--- src/rtl/simon_pkg.sv ---
// Shared definitions for the Simon sequence engine: mode encoding and
// default sizing constants.
package simon_pkg;

    typedef enum logic [1:0] {
        MODE_INPUT    = 2'd0,
        MODE_PLAYBACK = 2'd1,
        MODE_REPEAT   = 2'd2,
        MODE_DONE     = 2'd3
    } mode_t;

    localparam int DEF_NUM_LEDS = 4;
    localparam int DEF_DEPTH    = 64;

endpackage

--- src/rtl/simon_seq_engine_if.sv ---
// Bundle between the Simon control FSM / board I/O (master) and the
// sequence engine (slave).
interface simon_seq_engine_if
    import simon_pkg::*;
#(
    parameter int NUM_LEDS = DEF_NUM_LEDS,
    parameter int DEPTH    = DEF_DEPTH
) ();
    localparam int ADDR_W = $clog2(DEPTH);

    logic                level;
    logic [NUM_LEDS-1:0] pattern;
    mode_t               mode;
    logic                step;
    logic                clrcount;
    logic                w_en;
    logic                is_legal;
    logic                seq_full;
    logic                play_done;
    logic                repeat_done;
    logic                input_eq_pattern;
    logic [ADDR_W:0]     seq_len;
    logic [NUM_LEDS-1:0] pattern_leds;

    modport master (
        output level, pattern, mode, step, clrcount, w_en,
        input  is_legal, seq_full, play_done, repeat_done,
               input_eq_pattern, seq_len, pattern_leds
    );

    modport slave (
        input  level, pattern, mode, step, clrcount, w_en,
        output is_legal, seq_full, play_done, repeat_done,
               input_eq_pattern, seq_len, pattern_leds
    );

endinterface

--- src/rtl/simon_seq_mem.sv ---
// DEPTH x NUM_LEDS sequence store: one write port, one synchronous
// read-first read port. The array itself is never reset so it maps to
// block RAM; only the read register is cleared.
module simon_seq_mem #(
    parameter int NUM_LEDS = 4,
    parameter int DEPTH    = 64,
    parameter int ADDR_W   = $clog2(DEPTH)
) (
    input  logic                clk,
    input  logic                rst,
    input  logic                we,
    input  logic [ADDR_W-1:0]   waddr,
    input  logic [NUM_LEDS-1:0] wdata,
    input  logic [ADDR_W-1:0]   raddr,
    output logic [NUM_LEDS-1:0] rdata
);
    logic [NUM_LEDS-1:0] mem [DEPTH];

    // Write port: store the appended pattern.
    always_ff @(posedge clk) begin
        if (we) begin
            mem[waddr] <= wdata;
        end
    end

    // Read port: registered every cycle, returns old data on a same-address write.
    always_ff @(posedge clk or posedge rst) begin
        if (rst) begin
            rdata <= '0;
        end else begin
            rdata <= mem[raddr];
        end
    end

endmodule

--- src/rtl/simon_seq_engine.sv ---
// Simon sequence engine: records a player-entered LED sequence, replays
// it, compares repeat attempts and loops it in the done phase.
module simon_seq_engine
    import simon_pkg::*;
#(
    parameter int NUM_LEDS = DEF_NUM_LEDS,
    parameter int DEPTH    = DEF_DEPTH,
    parameter int ADDR_W   = $clog2(DEPTH)
) (
    input  logic              clk,
    input  logic              rst,
    simon_seq_engine_if.slave bus
);
    localparam logic [ADDR_W:0] DEPTH_C = (ADDR_W + 1)'(DEPTH);
    localparam logic [ADDR_W:0] ONE     = (ADDR_W + 1)'(1);

    mode_t               mode_q;
    logic                level_q;
    logic [ADDR_W:0]     count;
    logic [ADDR_W:0]     ptr;
    logic [ADDR_W:0]     ptr_inc;
    logic [ADDR_W:0]     ptr_next;
    logic [NUM_LEDS-1:0] rd_data;
    logic [NUM_LEDS-1:0] leds_q;
    logic                is_legal;
    logic                seq_full;
    logic                play_done;
    logic                repeat_done;
    logic                mode_changed;
    logic                wr_en;

    // Legality: nonzero, and one-hot unless the latched level allows chords.
    always_comb begin
        is_legal = 1'b0;
        if (bus.pattern != '0) begin
            is_legal = level_q || ((bus.pattern & (bus.pattern - NUM_LEDS'(1))) == '0);
        end
    end

    assign seq_full     = (count == DEPTH_C);
    assign play_done    = (bus.mode == MODE_PLAYBACK) && (ptr == count);
    assign repeat_done  = (bus.mode == MODE_REPEAT) && (ptr == count);
    assign mode_changed = (bus.mode != mode_q);
    assign ptr_inc      = ptr + ONE;
    // clrcount wins over a same-cycle append.
    assign wr_en        = !bus.clrcount && (bus.mode == MODE_INPUT) && bus.w_en
                          && is_legal && !seq_full;

    // Pointer update: cleared on clrcount or any mode change, else mode-specific stepping.
    always_comb begin
        ptr_next = ptr;
        if (bus.clrcount || mode_changed) begin
            ptr_next = '0;
        end else begin
            case (bus.mode)
                MODE_PLAYBACK, MODE_REPEAT: begin
                    if (bus.step && (ptr < count)) begin
                        ptr_next = ptr_inc;
                    end
                end
                MODE_DONE: begin
                    // Wrap after the last entry; an empty sequence keeps ptr at 0.
                    if (bus.step) begin
                        ptr_next = (ptr_inc >= count) ? '0 : ptr_inc;
                    end
                end
                default: ptr_next = '0;
            endcase
        end
    end

    // Control state: mode history, level latch, sequence length and read pointer.
    always_ff @(posedge clk or posedge rst) begin
        if (rst) begin
            mode_q  <= MODE_INPUT;
            level_q <= 1'b0;
            count   <= '0;
            ptr     <= '0;
        end else begin
            mode_q <= bus.mode;
            ptr    <= ptr_next;
            if (bus.clrcount) begin
                count   <= '0;
                level_q <= bus.level;
            end else if (wr_en) begin
                count <= count + ONE;
            end
        end
    end

    // LED drive: live switches while entering/repeating, stored data while replaying.
    always_ff @(posedge clk or posedge rst) begin
        if (rst) begin
            leds_q <= '0;
        end else if ((bus.mode == MODE_INPUT) || (bus.mode == MODE_REPEAT)) begin
            leds_q <= bus.pattern;
        end else if (play_done || (count == '0)) begin
            leds_q <= '0;
        end else begin
            leds_q <= rd_data;
        end
    end

    simon_seq_mem #(
        .NUM_LEDS (NUM_LEDS),
        .DEPTH    (DEPTH),
        .ADDR_W   (ADDR_W)
    ) u_mem (
        .clk   (clk),
        .rst   (rst),
        .we    (wr_en),
        .waddr (count[ADDR_W-1:0]),
        .wdata (bus.pattern),
        .raddr (ptr[ADDR_W-1:0]),
        .rdata (rd_data)
    );

    assign bus.is_legal         = is_legal;
    assign bus.seq_full         = seq_full;
    assign bus.play_done        = play_done;
    assign bus.repeat_done      = repeat_done;
    assign bus.input_eq_pattern = (bus.pattern == rd_data);
    assign bus.seq_len          = count;
    assign bus.pattern_leds     = leds_q;

endmodule

--- src/flat_wrapper.sv ---
// flat-port wrapper written by rule: the top's interface ports become plain ports
module simon_seq_engine_flat import simon_pkg::*;
#(
    parameter int NUM_LEDS = DEF_NUM_LEDS,
    parameter int DEPTH    = DEF_DEPTH,
    parameter int ADDR_W   = $clog2(DEPTH)
)
  (clk, rst, bus_level, bus_pattern, bus_mode, bus_step, bus_clrcount, bus_w_en, bus_is_legal, bus_seq_full, bus_play_done, bus_repeat_done, bus_input_eq_pattern, bus_seq_len, bus_pattern_leds);
  simon_seq_engine_if #(.NUM_LEDS(NUM_LEDS), .DEPTH(DEPTH)) bus_i ();
  input  logic clk;
  input  logic rst;
  input wire logic [$bits(bus_i.level)-1:0] bus_level;
  input wire logic [$bits(bus_i.pattern)-1:0] bus_pattern;
  input wire logic [$bits(bus_i.mode)-1:0] bus_mode;
  input wire logic [$bits(bus_i.step)-1:0] bus_step;
  input wire logic [$bits(bus_i.clrcount)-1:0] bus_clrcount;
  input wire logic [$bits(bus_i.w_en)-1:0] bus_w_en;
  output wire logic [$bits(bus_i.is_legal)-1:0] bus_is_legal;
  output wire logic [$bits(bus_i.seq_full)-1:0] bus_seq_full;
  output wire logic [$bits(bus_i.play_done)-1:0] bus_play_done;
  output wire logic [$bits(bus_i.repeat_done)-1:0] bus_repeat_done;
  output wire logic [$bits(bus_i.input_eq_pattern)-1:0] bus_input_eq_pattern;
  output wire logic [$bits(bus_i.seq_len)-1:0] bus_seq_len;
  output wire logic [$bits(bus_i.pattern_leds)-1:0] bus_pattern_leds;
  assign bus_i.level = bus_level;
  assign bus_i.pattern = bus_pattern;
  assign bus_i.mode = bus_mode;
  assign bus_i.step = bus_step;
  assign bus_i.clrcount = bus_clrcount;
  assign bus_i.w_en = bus_w_en;
  assign bus_is_legal = bus_i.is_legal;
  assign bus_seq_full = bus_i.seq_full;
  assign bus_play_done = bus_i.play_done;
  assign bus_repeat_done = bus_i.repeat_done;
  assign bus_input_eq_pattern = bus_i.input_eq_pattern;
  assign bus_seq_len = bus_i.seq_len;
  assign bus_pattern_leds = bus_i.pattern_leds;
  simon_seq_engine #(.NUM_LEDS(NUM_LEDS), .DEPTH(DEPTH), .ADDR_W(ADDR_W)) u_core (.clk(clk), .rst(rst), .bus(bus_i));
endmodule
--- config.mk ---
export PLATFORM = sky130hd
export DESIGN_NAME = simon_seq_engine_flat
export DESIGN_NICKNAME = d
export VERILOG_FILES = /design/src/rtl/simon_pkg.sv /design/src/rtl/simon_seq_engine_if.sv /design/src/rtl/simon_seq_mem.sv /design/src/rtl/simon_seq_engine.sv /design/src/flat_wrapper.sv
export SDC_FILE = /design/constraint.sdc
export NUM_CORES = 1
export LEC_CHECK = 0
export BUFFER_PORTS_ARGS = -buffer_cell sky130_fd_sc_hd__buf_4
export CAP_MARGIN = 15
export CORE_MARGIN = 2
export CORE_UTILIZATION = 55
export CTS_CLUSTER_DIAMETER = 100
export DETAILED_ROUTE_END_ITERATION = 7
export GPL_TIMING_DRIVEN = 0
export PLACE_DENSITY = 0.81
export SLEW_MARGIN = 10
export SYNTH_ARGS = -nofsm -noshare
export SYNTH_HDL_FRONTEND = slang
export SYNTH_SLANG_ARGS = --single-unit
export TNS_END_PERCENT = 100
--- constraint.sdc ---
create_clock -name clk -period 7.51 [get_ports clk]
set_input_delay 1.1265 -clock clk [delete_from_list [all_inputs] [get_ports clk]]
set_output_delay 1.1265 -clock clk [all_outputs]
set_load 0.01 [all_outputs]
==> flow_summary.toml <==
[critical_path]
reg2reg_depth = 13
worst_setup_path_start_kind = "input port"
arrival_ns = 4.06
max_stage_delay_ns = 0.69
rr_endpoint = "u_core.ptr[2]"
crit_chain = "buf_4 > o31ai_1 > a31oi_1 > nor4_2 > nand3_1 > nor2_1"
end_kind = "flop"
crit_type = "in -> reg"
reg2reg_from = "u_core.ptr[2]"
cp_slowest_cell = "nand3_1"
cp_top_family = "simple AND/OR/NAND/NOR gates"
startpoint = "bus_pattern[0]"
crit_path_end = "u_core.u_mem.mem[6][3]"
cp_max_fo = 71
path_buf_inv = 1
regToRegSetupSlack_ns = 3.69
worst_ep_required_time_ns = 7.68
cp.depth = 6

[logic_synthesis]
ys_async_sr_fraction_pct = 8.90
synth_ff_type = "edfxtp_1"
synth_nets = 713
synth_cell_type_count = 58
ys_ff_latch = 281
syn_inst = 680
ys.warnings.count = 0
yosysSeqAreaShare_pct = 69.3
synth-edff-count = 256
avgSynthCellArea_um2 = 17.6
syn_area_um2 = 12000

[placed_design]
gp_congestion = 0.969
dp_hpwl_mm = 17.6
io_buffer_count = 27
placed_area_um2 = 12500

[timing]
final-setup-viol-count = 0
finClkSkew_ns = 0.0101
hold_viol_final = 0
fmax_mhz = 257
fin_crit_ns = 3.89
finalMaxSlewViolations = 0
worst_pin_slew_ns = 0.963
period_share_pct = 51.8
max-slew-margin-rel_pct = 35.7
rsz0062_at_grt = "false"
finalSetupTns_ns = 0

[floorplanning]
die_y_um = 152
coreArea_um2 = 21600
pin_count = 28
fp-row-count = 54
die_area_um2 = 23000
start_util_pct = 55.5
die_x_um = 152

[cts]
clk_latency_ns = 0.54
htree_levels = 1
path_clk_slew_ns = 0.06
cts_buffers = 27
numClockSinks = 281
cts_hold_buf = 0
root_buffer = "clkbuf_16"
cts_tree = "done"
post_cts_buffers = 0
max-clock-path-buffers = 3
cts_resized = 0

[grt]
grt_pass1_wl_mm = 41.0
overflow = 0
antenna_found_initial = 0
grt_pass1_vias = 6877
grt_max_degree = 72
grt_usage_pct = 24.5

[final_layout]
area_growth_pct = 11.5
utilization_pct = 61.9
stdcell_area_um2 = 13400
antenna_cells = 0
drive_above_1_share_pct = 19.3
fillers = 1469
fin_nets = 769

[routing]
dr.pass1.iters = 5
routed_via_density = 6.46
vias = 6689
postRouteAntennaNets = 0
wl_per_cell_um = 26.4
wl_mm = 27.3
drcViolationCount = 0
drt-initial-drc-count = 844

[pwr]
p_leak_nw = 4.35
ir_drop_mv = 0.146
power_density_nw_per_um2 = 230

[run_status]
status = "completed"

[worst_hold_path]
hold_class = "reg -> reg"

[flow_run]
cap_violations = 0
cell type report:
class | instances | area, µm² | area share [%]
plain buffers | 34 | 251 | 1.88
clock inverters | 18 | 141 | 1.06
multi-input cells | 347 | 3360 | 25.1
inverters | 18 | 67.6 | 0.505
clock buffers | 31 | 691 | 5.16
flip-flops and latches | 281 | 8310 | 62.1
repair buffers | 27 | 203 | 1.51
well taps | 280 | 350 | 2.62
state kept, by name, indices dropped and copies added (netlist names):
register / count
u_core.bus.seq_len: 7
u_core.u_mem.mem: 256
u_core.bus.pattern_leds: 4
u_core.level_q: 1
u_core.ptr: 7
u_core.u_mem.rdata: 4
u_core.mode_q: 2
stage by stage:
step / hold WS, ns / setup WS (ns) / std cells / total power [mW]
2_1_floorplan: 0.485 / 4.52 / 680 / 1.78
3_3_place_gp: 0.496 / 3.39 / 987 / 1.82
3_5_place_dp: 0.514 / 3.23 / 987 / 1.82
4_1_cts: 0.526 / 3.66 / 1036 / 3.08
5_1_grt: 0.545 / 3.43 / 1036 / 3.15
6_report: 0.523 / 3.62 / 1036 / 3.08
report_power, final:
| part | internal [mW] | total, mW | switching, mW |
|---|---|---|---|
| logic | 0.0260 | 0.0781 | 0.0521 |
| registers | 1.71 | 1.71 | 0.00210 |
| clock network | 0.726 | 1.29 | 0.563 |
| total | 2.46 | 3.08 | 0.617 |
Yosys cell counts (3+ instances only):
master / number / area [µm²]
mux2i_1: 19 / 190
dfrtp_1: 25 / 626
o21ai_0: 9 / 45.0
xnor2_1: 4 / 35.0
o22a_1: 4 / 35.0
nor2b_1: 4 / 25.0
nor2_1: 77 / 289
o211ai_1: 3 / 22.5
nand3_1: 21 / 105
nand2b_1: 8 / 50.1
inv_1: 17 / 63.8
xor2_1: 9 / 78.8
nand2_1: 20 / 75.1
ha_1: 21 / 263
clkbuf_1: 12 / 45.0
edfxtp_1: 256 / 7690
a21oi_1: 8 / 40.0
a311oi_1: 3 / 26.3
a32o_1: 5 / 50.1
nand4_1: 6 / 37.5
or3_1: 7 / 43.8
nor4_1: 3 / 18.8
mux4_2: 49 / 1100
a31oi_1: 4 / 25.0
buf_2: 7 / 35.0
mux4_1: 16 / 420
a22o_1: 7 / 61.3
buf_6: 8 / 90.1
nand3b_1: 6 / 45.0
a31o_2: 5 / 43.8
logic make-up (layout without fill, tap and decap cells):
| kind of cell | after synthesis | in the layout | share of synthesized area, % |
|---|---|---|---|
| adder cells (fa/ha/maj) | 21 | 21 | 2.19 |
| flip-flops | 281 | 281 | 69.3 |
| AO/OA/AOI/OAI | 63 | 63 | 3.96 |
| multiplexers | 85 | 85 | 14.4 |
| XOR/XNOR | 13 | 13 | 0.949 |
| AND/OR/NAND/NOR | 165 | 165 | 6.55 |
| buffers and inverters | 52 | 128 | 2.66 |
layer usage:
layer / GRT usage, % / share of wire [%] / vias to the layer above
li1: - / - / 2844
met1: 32.6 / 37 / 3345
met2: 39.5 / 48 / 408
met3: 3.83 / 9.1 / 92
met4: 12.6 / 4.9 / 0
met5: 0 / 0 / -
worst reg2reg max path, cell delays in order (launching register included):
cell	delay (ns)
dfrtp_1	0.38
buf_6	0.16
buf_6	0.20
buf_6	0.21
buf_2	0.34
nand3_1	0.17
nor2_1	0.15
xor2_1	0.22
ha_1	0.30
a21oi_1	0.16
o2111ai_1	0.16
a2111oi_2	0.80
nand4_1	0.26
o221ai_1	0.22
cell usage in the layout (no fill, tap or decap), types with 7 or more instances in the layout:
master     instances
xor2_1             9
buf_6              8
buf_4             29
a22o_1             7
clkbuf_16         27
dfrtp_1           25
o21ai_0            9
edfxtp_1         256
clkbuf_1          16
clkinv_1           8
mux2i_1           19
mux4_2            49
nand3_1           21
inv_1             17
nand2_1           20
ha_1              21
nor2_1            77
nand2b_1           8
or3_1              7
buf_2              7
a21oi_1            8
mux4_1            16
worst min-delay path by stage:
stage                               start                         end  slack (ns)  cells after the start
floorplan           u_core.u_mem.rdata[3]  u_core.bus.pattern_leds[3]        0.48                      1
global placement    u_core.u_mem.rdata[2]  u_core.bus.pattern_leds[2]        0.50                      1
detailed placement  u_core.u_mem.rdata[2]  u_core.bus.pattern_leds[2]        0.51                      1
CTS                 u_core.u_mem.rdata[2]  u_core.bus.pattern_leds[2]        0.53                      1
global route        u_core.u_mem.rdata[2]  u_core.bus.pattern_leds[2]        0.55                      1
finish              u_core.u_mem.rdata[2]  u_core.bus.pattern_leds[2]        0.52                      1
Note: power is estimated with default switching activity, not from simulation.
